## src/rtl/dmem_port_arbiter.sv

```systemverilog
// Shares the data-memory port between the MEM stage (always wins) and a debug/loader port.
// A starvation counter requests a pipeline stall so the debug side is guaranteed progress.
//
// state | meaning
// IDLE  | no debug request is being held off
// WAIT  | debug request pending behind MEM traffic; cnt counts blocked cycles
// STALL | starvation limit hit; stall_req high until the debug access is granted or withdrawn
module dmem_port_arbiter #(
    parameter int DATA_W     = 32,
    parameter int DM_ADDRESS = 9,
    parameter int STARVE_MAX = 8
) (
    input  logic                  clk,
    input  logic                  reset,
    input  logic                  pipe_rd,
    input  logic                  pipe_wr,
    input  logic [DM_ADDRESS-1:0] pipe_addr,
    input  logic [DATA_W-1:0]     pipe_wdata,
    input  logic [2:0]            pipe_func3,
    output logic [DATA_W-1:0]     pipe_rdata,
    input  logic                  dbg_req,
    input  logic                  dbg_we,
    input  logic [DM_ADDRESS-1:0] dbg_addr,
    input  logic [DATA_W-1:0]     dbg_wdata,
    input  logic [2:0]            dbg_func3,
    output logic                  dbg_gnt,
    output logic                  dbg_rvalid,
    output logic [DATA_W-1:0]     dbg_rdata,
    output logic                  stall_req,
    output logic                  mem_rd,
    output logic                  mem_wr,
    output logic [DM_ADDRESS-1:0] mem_addr,
    output logic [DATA_W-1:0]     mem_wdata,
    output logic [2:0]            mem_func3,
    input  logic [DATA_W-1:0]     mem_rdata
);

    localparam int CNT_W = $clog2(STARVE_MAX + 1);

    typedef enum logic [1:0] {S_IDLE, S_WAIT, S_STALL} state_t;

    state_t           state, state_nxt;
    logic [CNT_W-1:0] cnt, cnt_nxt;
    logic             pipe_act;
    logic             dbg_rd_gnt;

    assign pipe_act   = pipe_rd | pipe_wr;
    assign dbg_gnt    = dbg_req & ~pipe_act;
    assign dbg_rd_gnt = dbg_gnt & ~dbg_we;
    assign pipe_rdata = mem_rdata;

    always_comb begin
        mem_rd    = 1'b0;
        mem_wr    = 1'b0;
        mem_addr  = '0;
        mem_wdata = '0;
        mem_func3 = '0;
        if (pipe_act) begin
            mem_rd    = pipe_rd;
            mem_wr    = pipe_wr;
            mem_addr  = pipe_addr;
            mem_wdata = pipe_wdata;
            mem_func3 = pipe_func3;
        end else if (dbg_gnt) begin
            mem_rd    = ~dbg_we;
            mem_wr    = dbg_we;
            mem_addr  = dbg_addr;
            mem_wdata = dbg_wdata;
            mem_func3 = dbg_func3;
        end
    end

    always_comb begin
        state_nxt = state;
        cnt_nxt   = cnt;
        case (state)
            S_IDLE: begin
                if (dbg_req && pipe_act) begin
                    state_nxt = S_WAIT;
                    cnt_nxt   = CNT_W'(1);
                end
            end
            S_WAIT: begin
                if (dbg_gnt || !dbg_req) begin
                    state_nxt = S_IDLE;
                    cnt_nxt   = '0;
                end else if (cnt == CNT_W'(STARVE_MAX)) begin
                    state_nxt = S_STALL;
                end else begin
                    cnt_nxt = cnt + CNT_W'(1);
                end
            end
            S_STALL: begin
                // cnt stays saturated at STARVE_MAX while stalled
                if (dbg_gnt || !dbg_req) begin
                    state_nxt = S_IDLE;
                    cnt_nxt   = '0;
                end
            end
            default: begin
                state_nxt = S_IDLE;
                cnt_nxt   = '0;
            end
        endcase
    end

    always_ff @(posedge clk or negedge reset) begin
        if (!reset) begin
            state      <= S_IDLE;
            cnt        <= '0;
            stall_req  <= 1'b0;
            dbg_rvalid <= 1'b0;
            dbg_rdata  <= '0;
        end else begin
            state      <= state_nxt;
            cnt        <= cnt_nxt;
            stall_req  <= (state_nxt == S_STALL);
            dbg_rvalid <= dbg_rd_gnt;
            if (dbg_rd_gnt) begin
                dbg_rdata <= mem_rdata;
            end
        end
    end

endmodule

```

## config.mk

```make
export PLATFORM = sky130hd
export DESIGN_NAME = dmem_port_arbiter
export DESIGN_NICKNAME = d
export VERILOG_FILES = /design/src/rtl/dmem_port_arbiter.sv
export SDC_FILE = /design/constraint.sdc
export NUM_CORES = 1
export LEC_CHECK = 0
export CAP_MARGIN = 40
export CORE_AREA = 2 2 94 96
export CTS_CLUSTER_DIAMETER = 200
export CTS_CLUSTER_SIZE = 24
export DETAILED_ROUTE_END_ITERATION = 8
export DIE_AREA = 0 0 96 98
export GPL_ROUTABILITY_DRIVEN = 0
export GPL_TIMING_DRIVEN = 0
export PLACE_DENSITY = 0.91
export SYNTH_ARGS = -nofsm -noshare
export SYNTH_HDL_FRONTEND = slang
export SYNTH_SLANG_ARGS = --single-unit
```

## constraint.sdc

```tcl
create_clock -name clk -period 2.1 [get_ports clk]
set_input_delay 0.525 -clock clk [delete_from_list [all_inputs] [get_ports clk]]
set_output_delay 0.525 -clock clk [all_outputs]
set_load 0.03 [all_outputs]
```

==> results of run 1 <==
## registers in the layout, indices dropped and copies added, names as in the netlist
signal      flops
cnt             4
state           2
dbg_rvalid      1
stall_req       1
dbg_rdata      32
## repair_timing
| item | in CTS | in global routing |
|---|---|---|
| setup buffers | 6 | 1 |
| pin swaps | 30 | 2 |
| setup endpoints to repair | 111 | 45 |
| gates resized for setup | 498 | 14 |
| cloned | 8 | 0 |
## final timing paths
check,from,endpoint,cells after the start
min in group clk,dbg_rdata[1],dbg_rdata[1],1
max in group asynchronous,reset,stall_req,2
hold / removal,reset,dbg_rdata[2],1
setup reg to reg,cnt[0],cnt[1],6
setup / recovery,pipe_wr,mem_rd,7
hold reg to reg,dbg_rdata[1],dbg_rdata[1],1
## critical path, cell delays in order
cell and delay (ps):
buf_6 100, or2_4 290, buf_12 160, nor3_4 170, buf_6 130, or2_4 100
buf_6 120
## final cells by class
cell class	count	area [sq um]	share of cell area, %
Clock buffer	6	72.6	1.20
Inverter	3	11.3	0.187
Timing Repair Buffer	254	2620	43.5
Tap cell	108	135	2.24
Multi-Input combinational cell	203	1570	26.1
Sequential cell	40	1000	16.6
Clock inverter	2	35.0	0.581
Buffer	52	581	9.62
## power by group through the flow
stage               clock [uW]  sequential, uW  combinational, uW
global placement             0             997               1630
CTS                        644             995               1820
detailed placement           0            1010               1650
finish                     615             993               1840
floorplan                    0            1280                552
global route               673            1010               1920
## placed cells by master, fill, tap and decap left out, drive strengths merged, types with 2 or more instances in the layout
master / Yosys / layout
clkdlybuf4s50: 0 / 154
or2: 2 / 2
clkbuf: 15 / 25
o21ai: 46 / 46
o211ai: 2 / 2
dfrtp: 40 / 40
nand3: 3 / 3
o31ai: 2 / 2
mux2: 34 / 34
dlygate4sd2: 0 / 33
ha: 2 / 2
nor2: 5 / 5
inv: 3 / 3
nand2: 95 / 95
buf: 37 / 99
## logic make-up after synthesis
kind of cell | after synthesis | share of synthesized area, %
buffers and inverters | 55 | 13.9
AND/OR/NAND/NOR | 110 | 17.8
flip-flops | 40 | 39.7
adder cells (fa/ha/maj) | 2 | 0.992
multiplexers | 34 | 15.2
AO/OA/AOI/OAI | 56 | 12.1
XOR/XNOR | 1 | 0.347
## through the flow
step	utilization [%]	area [sq um]	hold slack (ps)	setup WS, ps	power (uW)
5_1_grt	71.3	6030	23.3	-62.9	3610
6_report	71.3	6030	40.6	-21.4	3450
4_1_cts	70.6	5970	26.4	-123	3460
3_3_place_gp	60.8	5150	470	-1340	2620
2_1_floorplan	-	2630	229	-230	1830
3_5_place_dp	61.0	5160	352	-1340	2660
## layer usage
metal,up-vias,part of all wire (%),global-route usage [%]
met1,1504,35,25.1
met3,26,8.7,7.64
met2,175,54,46.5
li1,1490,-,-
met5,-,0,0
met4,0,2.6,9.34
==> results by group, run 1 <==
Status
  – Status: finished, violations left
  – Violated checks: setup timing

Pwr
  – Worst VDD drop: approximately 0.48 mV
  – Internal power: between 2000 and 2500 uW
  – Clock group share of total power: roughly 18%
  – Leak pwr: roughly 0.0027 uW
  – Combinational fraction of design power: a little over half
  – P per Cell Area: between 500 and 600 nW/um^2
  – Switching pwr: 1280 uW
  – Switching part of the total: a little under two fifths
  – Register share of total power: between 20% and 30%

Detailed routing
  – First-pass DRT Iterations: 4
  – Vias per inst: roughly 4.8
  – DRC viols: 0
  – DRT iter0 DRCs: 92
  – Vias post-DR: about 3200
  – Post-route ant nets: 0
  – Total wire length: approximately 12000 microns
  – WL/cell: ~18 microns

Logic synthesis
  – Cell with the most instances after synthesis: nand2_1
  – Mapped Nets: between 400 and 500
  – Seq/Total Area, Yosys: between 30% and 40%
  – #FFs+latches synth: 40
  – Post-Syn Area: about 2500 sq um
  – Ys flop type: dfrtp_1
  – Synth top area share: 39.7%
  – Syn Inst Count: between 200 and 300
  – Number of synthesized flops with an enable pin: 0
  – Yosys synthesis warning count: 0
  – Async set-reset flop share out of synthesis: 100%
  – Syn_area_per_cell: 8.46 sq um
  – Yosys top cell by area: dfrtp_1
  – Area contributors post-synth: dfrtp_1 (40%), mux2_2 (14%), nand2_1 (14%), buf_4 (9.5%), o21ai_0 (9.1%)
  – Library cells used by synthesis: 30
  – Synth cell count leaders: nand2_1 (95), o21ai_0 (46), dfrtp_1 (40)

Timing
  – # setup viols final: 3
  – Worst Tran Pin Value: around 410 ps
  – Slew headroom: approximately 73%
  – Clock Skew: 0.645 ps
  – Final Critical Period: around 2100 ps
  – Fin. Hold Viols: 0
  – Max Fclk: between 400 and 500 MHz
  – RSZ-0062 raised after global routing: yes
  – Slew Viols, Final: 0
  – Fin crit share: 101%
  – Setup WS post-layout: -21.4 ps
  – Total negative slack: -47.3 ps

Clock tree
  – Worst-Skew Late Latency: between 200 and 300 ps
  – Clock Path Buffers: 2
  – CTS tree: done
  – CTS Hold Bufs: 0
  – Reg clk slew, reported paths: 80 ps
  – CTS Root Cell: clkbuf_8
  – Sink Count: 40
  – H-Tree Level Count: 2
  – CTS Buf Count: 5

Die
  – Std cell rows: 34
  – Initial Utilization: 29.8%
  – Die area: approximately 9400 sq um
  – I/O Pins: between 200 and 250
  – Chip height: 98 microns
  – Die W: between 90 and 100 microns
  – Core area: about 8500 sq um

Placed design
  – Placed Cells: 645
  – Buffers on Ports: between 200 and 250
  – Detailed Place HPWL: 8680 microns

Cells and area
  – Final nets: a little under 700
  – Fill cells: 580
  – ANT cells: 0
  – Final std cells w/o fill: between 600 and 700
  – Ratio of cells with drive above 1 in the final layout: approximately two fifths
  – P&R area growth vs syn: 139%

Global routing
  – GRT Overall Usage: 24.9%
  – Number of global-route vias before repair: roughly 3500
  – First-pass GRT wire length: 17800 microns
  – Initial antenna violation count: 0
  – GRT Residual Overflow: 0
  – Largest net degree at the start of global routing: 38

Worst setup path
  – CP required: 1570 ps
  – Critical Path AT: between 1500 and 2000 ps
  – Worst Setup End Kind: primary output
  – Startpoint Class: input pin
  – WS Path Type: in2out
  – Reg-to-reg slack, setup: about 500 ps
  – Critical Path Fanout Max: 5

Worst hold path
  – Min-delay worst type: in2async

Job
  – Max-Cap Viols: 0
No activity file was read; power rests on OpenSTA's default activity.
==> run 2: changes to the inputs <==
--- a/config.mk
+++ b/config.mk
@@ -14,6 +14,7 @@
 export GPL_ROUTABILITY_DRIVEN = 0
 export GPL_TIMING_DRIVEN = 0
 export PLACE_DENSITY = 0.91
+export SKIP_LAST_GASP = 1
 export SYNTH_ARGS = -nofsm -noshare
 export SYNTH_HDL_FRONTEND = slang
 export SYNTH_SLANG_ARGS = --single-unit
==> run 2 against run 1 <==
Design area decreased by 0.66%. Total power decreased by 0.42%. Via count decreased by 0.63%. Non-clock buffer count unchanged. The flow still finishes with violations (setup timing). Largest cell class unchanged. Setup slack got worse by 3.4 ps. Clock power about the same. Sequential power about the same. Sequential share of layout area increased by 0.11 points. Flip-flop and latch count unchanged.
==> results by group, run 2 (synthesis results as in run 1) <==
Timing
  – Setup WS post-layout: -24.8 ps (-3.43 ps)
  – Worst Tran Pin Value: 408 ps (-1.58 ps)
  – Final Critical Period: 2120 ps (+3.43 ps)
  – Total negative slack: -25.3 ps (+22.0 ps)
  – Slew headroom: 72.8% (+0.11 points)
  – # setup viols final: 2 (-1)
  – Max Fclk: 471 MHz (-0.16%)
  – RSZ-0062 raised after global routing: yes
  – Clock Skew: 0.677 ps (+0.0325 ps)
  – Worst hold slack: 40.6 ps (+0.0135 ps)
  – Slew Viols, Final: 0 (unchanged)
  – Fin. Hold Viols: 0 (unchanged)
  – Fin crit share: 101% (+0.16 points)

Pwr
  – Leak pwr: 0.00267 uW (-0.60%)
  – Worst VDD drop: 0.481 mV (about the same)
  – Total power: 3430 uW (-0.42%)
  – P per Cell Area: 573 nW/um^2 (+0.24%)

Worst setup path
  – Crit-path cells: buf_6 -> or2_4 -> buf_12 -> nor3_4 -> buf_6 -> or2_4 -> buf_6
  – Crit-path slowest cell: or2_4
  – Worst R2R Path Depth: 6 (unchanged)
  – Max stage delay on crit path: 280 ps (about the same)
  – Crit path buf inv count: 4 (unchanged)
  – CP top delay family: simple AND/OR/NAND/NOR gates
  – Worst Setup End Kind: primary output
  – Cell mode on critical path: buf_6
  – WS Path Type: in2out
  – Worst flop-to-flop path startpoint: cnt[0]
  – Critical Path Fanout Max: 5 (unchanged)
  – CP required: 1570 ps (about the same)
  – Startpoint Class: input pin
  – Reg-to-reg slack, setup: 490 ps (about the same)
  – Critical Path AT: 1600 ps (about the same)
  – R2R Path End: cnt[1]

Global routing
  – First-pass GRT wire length: 17500 microns (-1.4%)
  – Number of global-route vias before repair: 3474 (-0.17%)
  – GRT Overall Usage: 24.4% (-0.49 points)
  – Met1 Use GR: 24.4% (-0.73 points)
  – Met2 Resource Use GR: 45.7% (-0.85 points)
  – GR peak layer: met2
  – GRT Residual Overflow: 0 (unchanged)
  – Largest net degree at the start of global routing: 38 (unchanged)
  – Initial antenna violation count: 0 (unchanged)
  – Grt met3 use: 8.56% (+0.93 points)

Detailed routing
  – Vias post-DR: 3175 (-0.63%)
  – DRT iter0 DRCs: 99 (+7.6%)
  – Vias per inst: 4.75 (-0.63%)
  – WL/cell: 17.7 microns (-3.3%)
  – Post-route ant nets: 0 (unchanged)
  – DRC viols: 0 (unchanged)
  – First-pass DRT Iterations: 4 (unchanged)
  – Total wire length: 11800 microns (-3.3%)

Clock tree
  – Sink Count: 40 (unchanged)
  – Reg clk slew, reported paths: 80 ps (about the same)
  – Worst-Skew Late Latency: 280 ps (about the same)
  – Clock Path Buffers: 2 (unchanged)
  – CTS Root Cell: clkbuf_8
  – CTS tree: done
  – CTS Hold Bufs: 0 (unchanged)
  – CTS Buf Count: 5 (unchanged)
  – H-Tree Level Count: 2 (unchanged)

Status
  – Status: finished, violations left
  – Violated checks: setup timing

Worst hold path
  – Min-delay worst type: in2async

Placed design
  – Post-Place Setup Slack: -1340 ps (unchanged)
  – Detailed Place HPWL: 8680 microns (unchanged)
  – Buffers on Ports: 238 (unchanged)

Job
  – Max-Cap Viols: 0 (unchanged)

Die
  – Std cell rows: 34 (unchanged)
  – I/O Pins: 239 (unchanged)
  – Chip height: 98 microns (unchanged)
  – Initial Utilization: 29.8% (unchanged)
  – Die W: 96 microns (unchanged)
  – Die area: 9410 sq um (unchanged)
  – Core area: 8470 sq um (unchanged)

Cells and area
  – Ratio of cells with drive above 1 in the final layout: 41.6% (unchanged)
  – Commonest non-fill, non-tap cells in the layout: clkdlybuf4s50_1 (154), nand2_1 (67), buf_4 (47)
  – Final nets: 687 (unchanged)
  – P&R area growth vs syn: 138%
  – Largest registers: dbg_rdata x32, cnt x4, state x2
  – Util after Layout: 70.8% (-0.47 points)
  – Most common cell after layout, fill and taps aside: clkdlybuf4s50_1
  – Multi-input gate area: 1560 sq um (-1.1%)
  – FF+latch area: 1000 sq um (unchanged)
  – Fill cells: 583 (+0.52%)
  – Largest register FFs: 32 (unchanged)
  – ANT cells: 0 (unchanged)
  – Largest Register: dbg_rdata
==> run 2: cell counts in the layout (fill, tap and decap cells not counted) <==
Identical to the previous run, type by type.
==> run 2: metrics by stage <==
| step | instances | instance area (sq um) |
|---|---|---|
| after floorplan | 298 | 2630 |
| after global placement | 644 | 5150 |
| after detailed placement | 645 | 5160 |
| after CTS | 667 | 5950 |
| after global routing | 668 | 5990 |
| final | 668 | 5990 |
==> run 2: power by group <==
group          leakage [uW]  total, uW  switching, uW  internal [uW]
Clock             0.0000552        617            264            353
Sequential         0.000490        993           79.7            914
Combinational       0.00213       1820            928            893
==> run 2: layer usage <==
metal | wire length [microns] | vias to the layer above
li1 | - | 1487
met1 | 3940 | 1492
met2 | 6390 | 172
met3 | 1240 | 24
met4 | 257 | 0
met5 | 0 | -
==> run 2: worst max-delay path by stage <==
stage | slack (ps) | cells after the start | to | from
global route | -60 | 7 | mem_rd | pipe_wr
CTS | -120 | 7 | mem_rd | pipe_rd
global placement | -1340 | 7 | mem_rd | pipe_rd
finish | -20 | 7 | mem_rd | pipe_rd
detailed placement | -1340 | 7 | mem_rd | pipe_rd
floorplan | -230 | 4 | mem_addr[4] | pipe_wr
==> run 2: final cells by class <==
cell class                 count  share of cell area, %
buffer                        52                   9.50
clock buffer                   6                   1.21
clock inverter                 2                  0.585
inverter                       3                  0.188
multi-input combinational    203                   26.0
sequential                    40                   16.7
tap                          108                   2.26
timing repair buffer         254                   43.6
==> run 2: what timing repair did <==
item,in CTS,in global routing
setup buffers,6,1
pin swaps,29,2
resized for setup,493,12
cloned,8,0
endpoints found under the setup margin,111,45
==> run 3: changes to the inputs <==
--- a/config.mk
+++ b/config.mk
@@ -5,12 +5,13 @@
 export SDC_FILE = /design/constraint.sdc
 export NUM_CORES = 1
 export LEC_CHECK = 0
+export ABC_AREA = 1
 export CAP_MARGIN = 40
-export CORE_AREA = 2 2 94 96
+export CORE_AREA = 2 2 93 95
 export CTS_CLUSTER_DIAMETER = 200
 export CTS_CLUSTER_SIZE = 24
 export DETAILED_ROUTE_END_ITERATION = 8
-export DIE_AREA = 0 0 96 98
+export DIE_AREA = 0 0 95 97
 export GPL_ROUTABILITY_DRIVEN = 0
 export GPL_TIMING_DRIVEN = 0
 export PLACE_DENSITY = 0.91
==> run 3 against run 2 <==
The run now ends clean. Total power shrank 10%. Count of clock-buffer cells in the layout did not move. Maximum frequency up 3.5%. Register-to-register slack better by 230 ps. Synthesized area fell by 4.4%. Clock power increased by 7.9%. First-iteration DRC count shrank 10%. Via count decreased by 6.0%. Largest power group unchanged.
==> results by group, run 3 <==
Clock tree
  – CTS tree: done
  – Clock Path Buffers: 2 (unchanged)
  – Reg clk slew, reported paths: 80 ps (about the same)
  – CTS Root Cell: clkbuf_8
  – Worst-Skew Late Latency: 290 ps (about the same)
  – CTS Buf Count: 5 (unchanged)
  – CTS Hold Bufs: 0 (unchanged)
  – H-Tree Level Count: 2 (unchanged)
  – Sink Count: 40 (unchanged)

Cells and area
  – Commonest non-fill, non-tap cells in the layout: clkdlybuf4s50_1 (155), nand2_1 (113), buf_4 (75)
  – Largest Register: dbg_rdata
  – Final std cells w/o fill: 648 (-3.0%)
  – P&R area growth vs syn: 110%
  – Largest registers: dbg_rdata x32, cnt x4, state x2
  – Final design instance area without fill: 5060 sq um (-16%)
  – Ratio of cells with drive above 1 in the final layout: 24.1% (-17 points)
  – Largest register FFs: 32 (unchanged)
  – Final nets: 670 (-2.5%)
  – Most common cell after layout, fill and taps aside: clkdlybuf4s50_1
  – Fill cells: 697 (+20%)
  – ANT cells: 0 (unchanged)

Pwr
  – Leak pwr: 0.00251 uW (-6.1%)
  – Total power: 3090 uW (-10%)
  – Worst VDD drop: 0.447 mV (-7.0%)
  – P per Cell Area: 610 nW/um^2 (+6.4%)

Logic synthesis
  – Synth Area in Adders: 1.04% (+0.046 points)
  – Library cells used by synthesis: 18 (-40%)
  – Syn_area_per_cell: 8.46 sq um (about the same)
  – Synth top area share: 41.5% (+1.8 points)
  – Ys flop type: dfrtp_1
  – Post-Syn Area: 2410 sq um (-4.4%)
  – Yosys synthesis warning count: 0 (unchanged)
  – Syn Inst Count: 285 (-4.4%)
  – Yosys top cell by area: dfrtp_1
  – Multiplexer area fraction after synthesis: 0% (-15 points)
  – Mapped Nets: 413 (-3.1%)
  – #FFs+latches synth: 40 (unchanged)
  – Cell with the most instances after synthesis: nand2_1
  – Area contributors post-synth: dfrtp_1 (42%), nand2_1 (18%), a22o_1 (16%), buf_4 (10%), buf_6 (4.2%)
  – Largest family of logic cells by synthesized area: simple AND/OR/NAND/NOR gates
  – Synth cell count leaders: nand2_1 (114), a22o_1 (44), dfrtp_1 (40)
  – Number of synthesized flops with an enable pin: 0 (unchanged)
  – Seq/Total Area, Yosys: 41.5% (+1.8 points)
  – Post-Synth Simple-Gate Area: 22.9% (+5.1 points)
  – Synth Area in Compound Gates: 16.3% (+4.2 points)
  – XOR/XNOR Fraction of Synth Area: 0.363% (+0.016 points)
  – Async set-reset flop share out of synthesis: 100% (unchanged)

Detailed routing
  – Vias per inst: 4.60 (-3.1%)
  – DRC viols: 0 (unchanged)
  – Total wire length: 10300 microns (-13%)
  – WL/cell: 15.9 microns (-10%)
  – First-pass DRT Iterations: 5 (+1)
  – Vias post-DR: 2984 (-6.0%)
  – DRT iter0 DRCs: 89 (-10%)
  – Post-route ant nets: 0 (unchanged)

Die
  – Die area: 9220 sq um (-2.1%)
  – Initial Utilization: 29.6% (-0.15 points)
  – Die W: 95 microns (-1.0%)
  – Std cell rows: 33 (-2.9%)
  – I/O Pins: 239 (unchanged)
  – Core area: 8130 sq um (-3.9%)
  – Chip height: 97 microns (-1.0%)

Placed design
  – Placed Cells: 629 (-2.5%)
  – Detailed Place HPWL: 8250 microns (-4.9%)
  – Post-Place Setup Slack: -866 ps (+475 ps)
  – Buffers on Ports: 238 (unchanged)
  – Placed Area: 4950 sq um (-4.2%)

Timing
  – Total negative slack: 0 ps (+25.3 ps)
  – Max Fclk: 487 MHz (+3.5%)
  – Slew Viols, Final: 0 (unchanged)
  – Clock Skew: 4.53 ps (+3.85 ps)
  – Fin. Hold Viols: 0 (unchanged)
  – Final Critical Period: 2050 ps (-71.9 ps)
  – Slew headroom: 71.7% (-1.1 points)
  – Setup WS post-layout: 47.1 ps (+71.9 ps)
  – Worst Tran Pin Value: 424 ps (+16.3 ps)
  – # setup viols final: 0 (-2)
  – Fin crit share: 97.8% (-3.4 points)

Global routing
  – Number of global-route vias before repair: 3081 (-11%)
  – GRT Overall Usage: 21.4% (-3.0 points)
  – Initial antenna violation count: 0 (unchanged)
  – GRT Residual Overflow: 0 (unchanged)
  – First-pass GRT wire length: 15300 microns (-13%)
  – Largest net degree at the start of global routing: 26 (-32%)

Job
  – Max-Cap Viols: 0 (unchanged)

Worst setup path
  – CP required: 1570 ps (about the same)
  – Setup crit start: pipe_rd
  – Startpoint Class: input pin
  – Critical Path Fanout Max: 10 (+5)
  – WS Path Type: in2out
  – Worst flop-to-flop path startpoint: cnt[0]
  – Worst Setup End Kind: primary output
  – Critical Path AT: 1530 ps (-70 ps)

Worst hold path
  – Min-delay worst type: in2async

Status
  – Status: finished, final reports clean
[run 3: cell types whose count changed after synthesis, moves of 8 or more]
cell and delta:
a22o_1 +44, clkbuf_1 -15, inv_1 +8, mux2_2 -32
nand2_1 +19, o21ai_0 -46
[run 3: path summary, 6_finish.rpt]
path	to	slack, ps	cells after the start
max	mem_func3[0]	50	8
min	dbg_rdata[22]	160	1
max reg2reg	cnt[2]	720	8
min reg2reg	dbg_rdata[5]	480	2
max in group asynchronous	state[1]	1480	2
min in group clk	dbg_rdata[5]	480	2
[run 3: repair_timing]
| item | in CTS | in global routing |
|---|---|---|
| cloned | 3 | 0 |
| pin swaps | 4 | 5 |
| resized for setup | 317 | 7 |
| endpoints found under the setup margin | 79 | 26 |
| buffers inserted | 9 | 2 |
[run 3: routing by layer]
| layer | GRT usage, % | part of all wire (%) |
|---|---|---|
| met4 | 5.46 | 1.5 |
| met2 | 40.3 | 53 |
| met5 | 0 | 0 |
| met3 | 6.46 | 11 |
| met1 | 22.5 | 35 |
[run 3: area by class of cell]
| type | instances | area (sq um) | area share (%) |
|---|---|---|---|
| sequential | 40 | 1000 | 19.8 |
| timing repair buffer | 251 | 2370 | 46.8 |
| inverter | 14 | 53.8 | 1.06 |
| clock buffer | 6 | 82.6 | 1.63 |
| multi-input combinational | 183 | 992 | 19.6 |
| clock inverter | 2 | 38.8 | 0.766 |
| tap | 105 | 131 | 2.60 |
| buffer | 47 | 393 | 7.76 |
[run 3: kinds of logic after synthesis]
kind of cell               Yosys count
buffers and inverters               62
AOI/OAI and AO/OA                   45
and+or+nand+nor                    135
DFF                                 40
xor gates and xnor gates             1
adders and majority gates            2
[run 3: stage by stage]
| stage | hold slack, ps | utilization (%) |
|---|---|---|
| global route | 167 | 62.2 |
| CTS | 156 | 62.5 |
| detailed placement | 465 | 60.8 |
| finish | 157 | 62.2 |
| global placement | 461 | 60.5 |
| floorplan | 229 | - |
[run 3: worst max-delay path, cell delays in order]
cell and delay (ps):
buf_2 110, inv_2 70, nand2_4 60, nor2_4 150, buf_8 160, buf_6 140
a22o_1 120, buf_2 190
[run 3: power by group]
part	total (uW)	switching (uW)	internal (uW)	leakage, uW
combinational	1460	764	693	0.00194
clock	666	277	389	0.0000614
sequential	962	71.6	890	0.000510
total	3090	1110	1970	0.00251
